<file path="config.mk">
export PLATFORM = sky130hd
export DESIGN_NAME = sync_fifo_flags
export DESIGN_NICKNAME = d
export VERILOG_FILES = /design/src/rtl/sync_fifo_pkg.sv /design/src/rtl/sync_fifo_flags_ram.sv /design/src/rtl/sync_fifo_flags.sv
export SDC_FILE = /design/constraint.sdc
export NUM_CORES = 1
export LEC_CHECK = 0
export ABC_AREA = 1
export ABC_CLOCK_PERIOD_IN_PS = 2450
export CORE_MARGIN = 4
export CORE_UTILIZATION = 60
export DETAILED_ROUTE_END_ITERATION = 8
export PLACE_DENSITY = 0.92
export SLEW_MARGIN = 20
export SYNTH_ARGS = -nofsm -noshare
export SYNTH_HDL_FRONTEND = slang
export SYNTH_HIERARCHICAL = 1
export SYNTH_SLANG_ARGS = --single-unit
</file>
<file path="constraint.sdc">
create_clock -name clock -period 2.45 [get_ports clock]
set_input_delay 0.49 -clock clock [delete_from_list [all_inputs] [get_ports clock]]
set_output_delay 0.49 -clock clock [all_outputs]
set_load 0.01 [all_outputs]
</file>
<file path="src/rtl/sync_fifo_pkg.sv">
// sync_fifo_pkg: shared defaults and pointer arithmetic for the single-clock FWFT FIFO
package sync_fifo_pkg;
  localparam int DEF_DATA_WIDTH = 8;
  localparam int DEF_ADDR_WIDTH = 4;

  function automatic logic [31:0] ptr_level(input logic [31:0] w, input logic [31:0] r);
    return w - r;
  endfunction
endpackage

</file>
<file path="src/rtl/sync_fifo_flags_ram.sv">
// fifo_ram: register-array storage with one synchronous write port and an asynchronous read port
module fifo_ram #(
  parameter int DATA_WIDTH = 8,
  parameter int ADDR_WIDTH = 4
) (
  input  logic                  clk_i,
  input  logic                  we_i,
  input  logic [ADDR_WIDTH-1:0] waddr_i,
  input  logic [DATA_WIDTH-1:0] wdata_i,
  input  logic [ADDR_WIDTH-1:0] raddr_i,
  output logic [DATA_WIDTH-1:0] rdata_o
);
  logic [DATA_WIDTH-1:0] mem_q [1<<ADDR_WIDTH];
  assign rdata_o = mem_q[raddr_i];
  // storage is deliberately unreset; only accepted writes touch it
  always_ff @(posedge clk_i)
    if (we_i) mem_q[waddr_i] <= wdata_i;
endmodule

</file>
<file path="src/rtl/sync_fifo_flags.sv">
// sync_fifo_flags: single-clock FWFT FIFO with level, almost flags, sticky errors and flush
module sync_fifo_flags import sync_fifo_pkg::*; #(
  parameter int DATA_WIDTH         = DEF_DATA_WIDTH,
  parameter int ADDR_WIDTH         = DEF_ADDR_WIDTH,
  parameter int ALMOST_FULL_LEVEL  = (1 << ADDR_WIDTH) - 2,
  parameter int ALMOST_EMPTY_LEVEL = 2
) (
  input  logic                  clock,
  input  logic                  reset_n,
  input  logic                  flush,
  input  logic [DATA_WIDTH-1:0] write_data,
  input  logic                  write_enable,
  input  logic                  read_next,
  output logic [DATA_WIDTH-1:0] read_data,
  output logic                  read_empty,
  output logic                  write_full,
  output logic                  almost_empty,
  output logic                  almost_full,
  output logic [ADDR_WIDTH:0]   level,
  output logic                  overflow,
  output logic                  underflow
);
  localparam int DEPTH = 1 << ADDR_WIDTH;
  localparam int LW = ADDR_WIDTH + 1;

  if (!(ALMOST_EMPTY_LEVEL < ALMOST_FULL_LEVEL && ALMOST_FULL_LEVEL <= DEPTH)) begin : g_bad_thresholds
    $error("sync_fifo_flags: thresholds must satisfy ALMOST_EMPTY_LEVEL < ALMOST_FULL_LEVEL <= DEPTH");
  end

  logic [ADDR_WIDTH:0]   wr_q, wr_d, rd_q, rd_d;
  logic                  ovf_q, ovf_d, udf_q, udf_d;
  logic                  rd_ok, wr_ok;
  logic [DATA_WIDTH-1:0] ram_data;

  assign read_empty   = wr_q == rd_q;
  assign write_full   = (wr_q ^ rd_q) == {1'b1, {ADDR_WIDTH{1'b0}}};
  assign rd_ok        = read_next && !read_empty;
  assign wr_ok        = write_enable && (!write_full || rd_ok);
  assign level        = LW'(ptr_level(32'(wr_q), 32'(rd_q)));
  assign almost_empty = level <= LW'(ALMOST_EMPTY_LEVEL);
  assign almost_full  = level >= LW'(ALMOST_FULL_LEVEL);
  assign overflow     = ovf_q;
  assign underflow    = udf_q;
  assign read_data    = read_empty ? '0 : ram_data;

  // flush empties the FIFO and clears errors; otherwise pointers advance on accepted ops
  always_comb begin
    wr_d  = flush ? '0 : wr_q + LW'(wr_ok);
    rd_d  = flush ? '0 : rd_q + LW'(rd_ok);
    ovf_d = !flush && (ovf_q || (write_enable && !wr_ok));
    udf_d = !flush && (udf_q || (read_next && read_empty));
  end

  // pointer and sticky error registers with synchronous active-low reset
  always_ff @(posedge clock) begin
    if (!reset_n) begin
      wr_q  <= '0;
      rd_q  <= '0;
      ovf_q <= 1'b0;
      udf_q <= 1'b0;
    end else begin
      wr_q  <= wr_d;
      rd_q  <= rd_d;
      ovf_q <= ovf_d;
      udf_q <= udf_d;
    end
  end

  fifo_ram #(.DATA_WIDTH(DATA_WIDTH), .ADDR_WIDTH(ADDR_WIDTH)) u_ram (
    .clk_i   (clock),
    .we_i    (wr_ok && !flush && reset_n),
    .waddr_i (wr_q[ADDR_WIDTH-1:0]),
    .wdata_i (write_data),
    .raddr_i (rd_q[ADDR_WIDTH-1:0]),
    .rdata_o (ram_data)
  );
endmodule

</file>
==> impl_metrics.yaml, run 1 <==
timing:
  rsz0062_at_grt: "true"
  fmax_mhz: 359
  fin_worst_skew_ps: 10.3
  min_period_ps: 2790
  worst_slack_ps: -336
  hold_ws_ps: 449
  finalCritPeriodShare_pct: 114
  hold_violations: 0
  relSlewSlack_pct: 47.5
  setup_viol: 10
  tightest_slew_ps: 784
  tns_ps: -1810
  slew_violations: 0
setup_path:
  cpMaxStageDelayCell: "dfxtp_2"
  critical_path_class: "flip-flop to output port"
  path_max_fanout: 8
  max_stage_delay_ps: 360
  crit_top_cell: "nand3_1"
  cp_cell_sequence: "buf_12, clkinv_16, clkbuf_16, nand2_1, nand3_1, nand3_1, nand3_1, nand2_1, inv_1, nor2_1, clkdlybuf4s15_2"
  crit_required_ps: 1960
  cp.arrival_ps: 2300
  reg2reg_depth: 10
  setup.worst_path.end_class: "output port"
  crit_path_start_kind: "flip-flop"
global_routing:
  grt_max_degree: 33
  grt_pass1_wl_mm: 27.7
  grt_pass1_vias: 5302
  grt-ovfl-total: 0
  grt_use_total_pct: 28.9
  antenna_found_initial: 0
clock_network:
  root_buffer: "clkbuf_8"
  cts_tree: "yes"
  cts_sinks: 140
  htree_levels: 4
  cts_buffer_depth: 2
  clk_latency_ps: 530
  numCtsBuffers: 17
  clk_pin_slew_worst_paths_ps: 70
yosys:
  syn_avg_cell_area_um2: 9.61
  synth-seq-area-share_pct: 63.5
  ys_ff_latch: 140
  netlist_area_um2: 6430
  synth_cells: 669
  yosysWarnings: 6
  synth_cell_types: 23
  synth_nets: 691
final_layout:
  area_growth_pct: 28.1
  nets: 764
  final_cell_mix: "nand2_1 (175), inv_1 (128), edfxtp_1 (128)"
  fillCellCount: 532
  regArea_um2: 4090
  drive_above_1_share_pct: 25.0
  final_area_um2: 8240
  finalNonFillerCells: 891
  diodes: 0
  layout_commonest_cell: "nand2_1"
  multiInputGateArea_um2: 2030
floorplan:
  die_h_um: 112
  fp.dieW_um: 112
  core_um2: 10400
  die-area_um2: 12400
  ios: 32
  start_util_pct: 62.0
  num_rows: 37
flow_run:
  maxCapViolations: 0
drt:
  wl_per_cell_um: 23.8
  drc: 0
  ant_nets: 0
  routed_wirelength_mm: 21.2
  vias_per_cell: 6.35
  via_count: 5658
  first_pass_iters: 8
  dr.first_iter.drc_count: 1310
worst_hold_path:
  hold_depth: 2
  hp-class: "flip-flop to flip-flop"
place:
  dp.cells: 848
  io_buffer_count: 31
  hpwlAfterDp_mm: 9.36
  placed_area_um2: 7090
  gp_congestion: 0.933
power_and_ir_drop:
  power.leakage_uw: 0.00360
  vdd_drop_max_v: 0.000436
  finalPower_uw: 5420
  powerDensity_nw_per_um2: 657
outcome:
  violations: "negative setup slack"
  status: "finished, violations left"
==> worst max-delay path, delay by kind of cell, from the launching register on <==
family,cells,cell delay [ps]
buf+inv,5,720
simple gates,6,650
flops,1,360
==> metrics by stage <==
stage / setup slack (ps) / utilization [%]
6_report: -336 / 79.5
5_1_grt: -380 / 79.5
4_1_cts: -177 / 75.8
3_5_place_dp: -71.5 / 68.4
3_3_place_gp: 1.81 / 68.4
2_1_floorplan: 294 / -
==> final timing paths <==
check / start / to / slack [ps]
setup reg to reg: rd_q[1]$_SDFF_PP0_ / u_ram/mem_q[6][0]$_DFFE_PP_ / 100
hold / removal: overflow$_SDFF_PN0_ / overflow$_SDFF_PN0_ / 450
hold reg to reg: overflow$_SDFF_PN0_ / overflow$_SDFF_PN0_ / 450
setup / recovery: rd_q[0]$_SDFF_PP0_ / read_data[7] / -340
==> routing by layer <==
metal | vias to the layer above | track usage, % | share of wire (%)
li1 | 2285 | - | -
met1 | 2540 | 34.4 | 32
met2 | 625 | 47.7 | 45
met3 | 206 | 8.91 | 14
met4 | 2 | 14.3 | 8.2
met5 | - | 0 | 0.15
==> logic make-up after synthesis <==
logic type               Yosys count  share of synthesized area (%)
AO/OA/AOI/OAI                     12                           1.11
buffers and inverters            162                           10.8
flip-flops                       140                           63.5
AND/OR/NAND/NOR                  345                           22.6
adder cells (fa/ha/maj)            9                           1.87
XOR/XNOR                           1                          0.136
==> sequential cells by signal, summed over array words and instances, names as in the netlist <==
| name | flops |
|---|---|
| rd_q | 5 |
| underflow | 1 |
| u_ram/mem_q | 128 |
| wr_q | 5 |
| overflow | 1 |
==> cells in the mapped netlist <==
library cell | n | area [um2]
edfxtp_1 | 128 | 3840
nand4_2 | 1 | 12.5
inv_2 | 2 | 7.51
inv_1 | 134 | 503
o21ai_0 | 1 | 5.00
nand2_1 | 194 | 728
nand3_1 | 106 | 531
buf_2 | 14 | 70.1
a21oi_1 | 7 | 35.0
nand3b_1 | 2 | 15.0
nand4_1 | 1 | 6.26
nor2_1 | 38 | 143
buf_6 | 7 | 78.8
o21bai_1 | 3 | 22.5
ha_1 | 8 | 100
buf_4 | 4 | 30.0
nor3_1 | 1 | 5.00
fa_1 | 1 | 20.0
buf_1 | 1 | 3.75
xnor2_1 | 1 | 8.76
nor2_2 | 2 | 12.5
a21oi_2 | 1 | 8.76
dfxtp_1 | 12 | 240
==> repair_timing <==
action	in CTS	in global routing
cloned	3	3
setup buffers	4	1
endpoints found under the setup margin	16	15
gates resized for setup	80	90
pin swaps	10	21
hold buffers	0	0
==> area by class of cell <==
cell class	instances	share of cell area [%]
tap	136	2.07
sequential	140	49.6
multi-input combinational	367	24.7
timing repair buffer	80	10.1
clock inverter	15	1.88
clock buffer	17	5.03
inverter	136	6.56
==> power breakdown <==
group / total (uW) / switching [uW] / internal [uW]
sequential: 2620 / 3.71 / 2610
clock: 2530 / 1000 / 1530
combinational: 269 / 168 / 101
total: 5420 / 1170 / 4240
(Power assumes the default switching activity.)
==> run 2, diff against run 1 <==
--- a/config.mk
+++ b/config.mk
@@ -7,8 +7,11 @@
 export LEC_CHECK = 0
 export ABC_AREA = 1
 export ABC_CLOCK_PERIOD_IN_PS = 2450
+export CELL_PAD_IN_SITES_DETAIL_PLACEMENT = 0
+export CELL_PAD_IN_SITES_GLOBAL_PLACEMENT = 2
 export CORE_MARGIN = 4
-export CORE_UTILIZATION = 60
+export CORE_UTILIZATION = 39
+export CTS_CLUSTER_DIAMETER = 200
 export DETAILED_ROUTE_END_ITERATION = 8
 export PLACE_DENSITY = 0.92
 export SLEW_MARGIN = 20
==> run 2 against run 1 <==
The flow still finishes with violations (negative setup slack). Final area shrank 2.4%. Critical path type unchanged. Clock-buffer cell count grew 2. Power decreased by 4.1%. Combinational power decreased by 10%. Routed wire length fell by 24%. Via count shrank 16%. Global-route usage fell by 12 points. Register-to-register slack improved by 190 ps. Non-clock buffer count increased by 4.
==> impl_metrics.yaml, run 2 (synthesized netlist as in run 1, its figures left out) <==
floorplan:
  start_util_pct: 40.2
  core_um2: 16000
  die-area_um2: 18600
  die_h_um: 136
  num_rows: 46
  fp.dieW_um: 136
  ios: 32
timing:
  rsz0062_at_grt: "true"
  slew_violations: 0
  min_period_ps: 2460
  finalCritPeriodShare_pct: 100
  setup_viol: 1
  fin_worst_skew_ps: 6.73
  tightest_slew_ps: 643
  hold_violations: 0
  fmax_mhz: 407
  worst_slack_ps: -8.85
  hold_ws_ps: 455
  relSlewSlack_pct: 57.0
final_layout:
  diodes: 0
  final_cell_mix: "nand2_1 (190), inv_1 (128), edfxtp_1 (128)"
  reg_top3: "u_ram/mem_q (128), rd_q (5), wr_q (5)"
  layout_commonest_cell: "nand2_1"
  area_growth_pct: 25.1
  top_register: "u_ram/mem_q"
  largest_reg_flops: 128
  drive_above_1_share_pct: 15.7
  nets: 768
  final_area_um2: 8040
flow_run:
  maxCapViolations: 0
setup_path:
  reg2reg_depth: 10
  cp_num_buf_inv: 5
  cp.arrival_ps: 1970
  critical_path_class: "flip-flop to output port"
  crit_path_start_kind: "flip-flop"
  path_max_fanout: 12
  cp_num_cells: 11
  setup.worst_path.end_class: "output port"
  cpMaxStageDelayCell: "dfxtp_4"
  max_stage_delay_ps: 370
  crit_family: "buffers and inverters"
  crit_required_ps: 1960
  crit_top_cell: "nand3_1"
  cp_cell_sequence: "buf_8, inv_8, bufbuf_16, nand2_1, nand3_1, nand3_1, nand3_1, nand2_1, inv_1, nor2_1, buf_2"
power_and_ir_drop:
  vdd_drop_max_v: 0.000486
  power.leakage_uw: 0.00355
  powerDensity_nw_per_um2: 646
worst_hold_path:
  hp-class: "flip-flop to flip-flop"
  hold_depth: 2
place:
  gp_congestion: 0.780
  preCtsSetupSlack_ps: -18.6
  placed_area_um2: 7240
  hpwlAfterDp_mm: 10.0
  io_buffer_count: 31
drt:
  wl_per_cell_um: 16.6
  vias_per_cell: 4.87
  dr.first_iter.drc_count: 370
  drc: 0
  via_count: 4737
  ant_nets: 0
  first_pass_iters: 6
  routed_wirelength_mm: 16.1
global_routing:
  grt-ovfl-total: 0
  grt_pass1_wl_mm: 24.0
  grt_use_total_pct: 17.4
  antenna_found_initial: 0
  grt_pass1_vias: 4565
  grt_max_degree: 38
clock_network:
  cts_hold_buffers: 0
  cts_tree: "yes"
  clk_latency_ps: 410
  clk_pin_slew_worst_paths_ps: 50
  htree_levels: 4
  cts_buffer_depth: 2
  numCtsBuffers: 17
  cts_sinks: 140
  root_buffer: "clkbuf_16"
outcome:
  status: "finished, violations left"
  violations: "negative setup slack"
-- run 2: what timing repair did --
item | in CTS | in global routing
gates resized for setup | 51 | 35
gates cloned | 2 | 4
setup buffers | 1 | 1
pin swaps | 1 | 12
setup endpoints to repair | 16 | 14
-- run 2: area by class of cell --
type / instances / area (um2)
Sequential cell: 140 / 4090
Inverter: 136 / 527
Tap cell: 216 / 270
Multi-Input combinational cell: 367 / 1750
Timing Repair Buffer: 84 / 876
Clock inverter: 11 / 104
Fill cell: 1461 / 7960
Clock buffer: 19 / 433
-- run 2: layer usage --
metal	global-route usage, %	part of all wire, %
met1	22.1	42
met2	28.6	48
met3	4.70	8.3
met4	6.05	2.2
met5	0	0
-- run 2: worst register-to-register path: cells and delay by family (launching register included) --
| family | cells | cell delay [ps] |
|---|---|---|
| fa+ha+maj | 1 | 330 |
| flops | 1 | 320 |
| simple gates | 7 | 900 |
| buf+inv | 2 | 310 |
-- run 2: power by group --
group / total, uW / switching [uW] / internal, uW
Combinational: 241 / 143 / 98.6
Sequential: 2620 / 3.19 / 2620
Clock: 2330 / 873 / 1460
Total: 5190 / 1020 / 4170
-- run 2: through the flow --
step | power, uW | setup TNS, ps | cells | utilization (%)
final | 5190 | -8.85 | 973 | 50.3
after global routing | 5380 | -820 | 973 | 50.3
after CTS | 5210 | -149 | 968 | 49.1
after detailed placement | 2890 | -38.1 | 935 | 45.3
after global placement | 2890 | -39.5 | 935 | 45.3
after floorplan | 2770 | 0 | 669 | -
-- run 2: worst paths after layout --
kind	from	endpoint	slack (ps)
max reg2reg	rd_q[1]$_SDFF_PP0_	u_ram/mem_q[7][2]$_DFFE_PP_	290
min reg2reg	overflow$_SDFF_PN0_	overflow$_SDFF_PN0_	450
max	rd_q[0]$_SDFF_PP0_	read_data[2]	-9
min	overflow$_SDFF_PN0_	overflow$_SDFF_PN0_	450
==> run 3, diff against run 2 <==
--- a/config.mk
+++ b/config.mk
@@ -7,13 +7,15 @@
 export LEC_CHECK = 0
 export ABC_AREA = 1
 export ABC_CLOCK_PERIOD_IN_PS = 2450
+export CAP_MARGIN = 25
 export CELL_PAD_IN_SITES_DETAIL_PLACEMENT = 0
 export CELL_PAD_IN_SITES_GLOBAL_PLACEMENT = 2
 export CORE_MARGIN = 4
 export CORE_UTILIZATION = 39
 export CTS_CLUSTER_DIAMETER = 200
 export DETAILED_ROUTE_END_ITERATION = 8
-export PLACE_DENSITY = 0.92
+export MAX_ROUTING_LAYER = met4
+export PLACE_DENSITY = 0.85
 export SLEW_MARGIN = 20
 export SYNTH_ARGS = -nofsm -noshare
 export SYNTH_HDL_FRONTEND = slang
==> run 3 against run 2 <==
The flow now finishes without violations. Power rose by 12%. Final area rose by 5.4%. Clock power rose by 27%. Critical path type unchanged.
==> impl_metrics.yaml, run 3 (synthesized netlist as in run 1, its figures left out) <==
outcome:
  status: "completed"
timing:
  relSlewSlack_pct: 49.2
  fin_worst_skew_ps: 9.29
  hold_ws_ps: 476
  rsz0062_at_grt: "true"
  worst_slack_ps: 14.6
  fmax_mhz: 411
  setup_viol: 0
  finalCritPeriodShare_pct: 99.4
  min_period_ps: 2440
  tightest_slew_ps: 759
  slew_violations: 0
  hold_violations: 0
  tns_ps: 0
global_routing:
  grt-ovfl-total: 0
  grt_use_total_pct: 18.3
  grt_pass1_wl_mm: 24.3
  antenna_found_initial: 0
  grt_max_degree: 22
  grt_pass1_vias: 4474
final_layout:
  nets: 774
  drive_above_1_share_pct: 22.8
  layout_commonest_cell: "nand2_1"
  final_area_um2: 8480
  top_register: "u_ram/mem_q"
  diodes: 0
  reg_top3: "u_ram/mem_q (128), rd_q (5), wr_q (5)"
  area_growth_pct: 31.9
  final_cell_mix: "nand2_1 (180), inv_1 (128), edfxtp_1 (128)"
  largest_reg_flops: 128
floorplan:
  fp.dieW_um: 136
  start_util_pct: 40.2
  die_h_um: 136
  core_um2: 16000
  die-area_um2: 18600
  ios: 32
  num_rows: 46
setup_path:
  crit_required_ps: 1960
  setup.worst_path.end_class: "output port"
  critical_path_class: "flip-flop to output port"
  reg2reg_from: "wr_q[1]$_SDFF_PP0_"
  crit_path_start_kind: "flip-flop"
  path_max_fanout: 4
  cp.arrival_ps: 1950
  crit_start: "rd_q[0]$_SDFF_PP0_"
drt:
  via_count: 4673
  vias_per_cell: 4.77
  dr.first_iter.drc_count: 269
  wl_per_cell_um: 16.2
  ant_nets: 0
  routed_wirelength_mm: 15.9
  first_pass_iters: 7
  drc: 0
power_and_ir_drop:
  vdd_drop_max_v: 0.000522
  power.leakage_uw: 0.00372
  powerDensity_nw_per_um2: 687
  finalPower_uw: 5830
place:
  preCtsSetupSlack_ps: -50.0
  hpwlAfterDp_mm: 10.0
  placed_area_um2: 7280
  gp_congestion: 0.803
  io_buffer_count: 31
flow_run:
  maxCapViolations: 0
clock_network:
  cts_sinks: 140
  cts_hold_buffers: 0
  cts_buffer_depth: 2
  htree_levels: 4
  clk_pin_slew_worst_paths_ps: 50
  cts_tree: "yes"
  clk_latency_ps: 420
  root_buffer: "clkbuf_16"
  numCtsBuffers: 17
worst_hold_path:
  hp-class: "flip-flop to flip-flop"
  holdCritStartpoint: "underflow$_SDFF_PN0_"
run 3: cell types whose count changed in the layout (fill, tap and decap cells not counted), sizes merged:
cell / change
buf: +11
bufinv: +5
clkinv: -3
clkdlybuf4s15: +1
clkbuf: -8
run 3: per-stage QoR:
| step | utilization [%] | instances |
|---|---|---|
| after floorplan | - | 669 |
| after CTS | 51.4 | 977 |
| after global routing | 53.0 | 979 |
| after detailed placement | 45.5 | 935 |
| final | 53.0 | 979 |
| after global placement | 45.5 | 935 |
run 3: critical path: stages (launching register included):
cell and delay [ps]:
dfxtp_4 370, ha_4 130, inv_2 40, fa_2 380, inv_2 70, nand2_2 40
nand2_2 70, inv_2 40, nor2_2 80, nand3_1 60, nor2_1 100, buf_2 130
run 3: power breakdown:
part	total [uW]	switching, uW	internal (uW)
clock	2950	956	1990
combinational	264	154	110
sequential	2620	3.66	2610
total	5830	1110	4710
run 3: timing repair:
item	in CTS	in global routing
buffers inserted	7	3
cloned	5	0
gates resized for setup	78	58
pin swaps	11	44
endpoints found under the setup margin	16	13
run 3: cell type report:
type	count	area (um2)
Fill cell	1452	7520
Sequential cell	140	4090
Multi-Input combinational cell	367	1960
Timing Repair Buffer	90	955
Inverter	136	527
Clock buffer	17	425
Tap cell	216	270
Clock inverter	13	248
run 3: worst paths after layout:
check	depth (start not counted)	to	slack [ps]
setup / recovery	11	almost_empty	10
hold / removal	2	underflow$_SDFF_PN0_	480
setup reg to reg	9	u_ram/mem_q[6][0]$_DFFE_PP_	280
hold reg to reg	2	underflow$_SDFF_PN0_	480
run 3: routing by layer:
layer | track usage [%] | up-vias | wire length [um]
met5 | - | - | 0
met4 | 6.77 | 0 | 301
met3 | 3.22 | 24 | 570
met2 | 29.3 | 80 | 7940
met1 | 23.4 | 2277 | 7070
li1 | - | 2292 | -
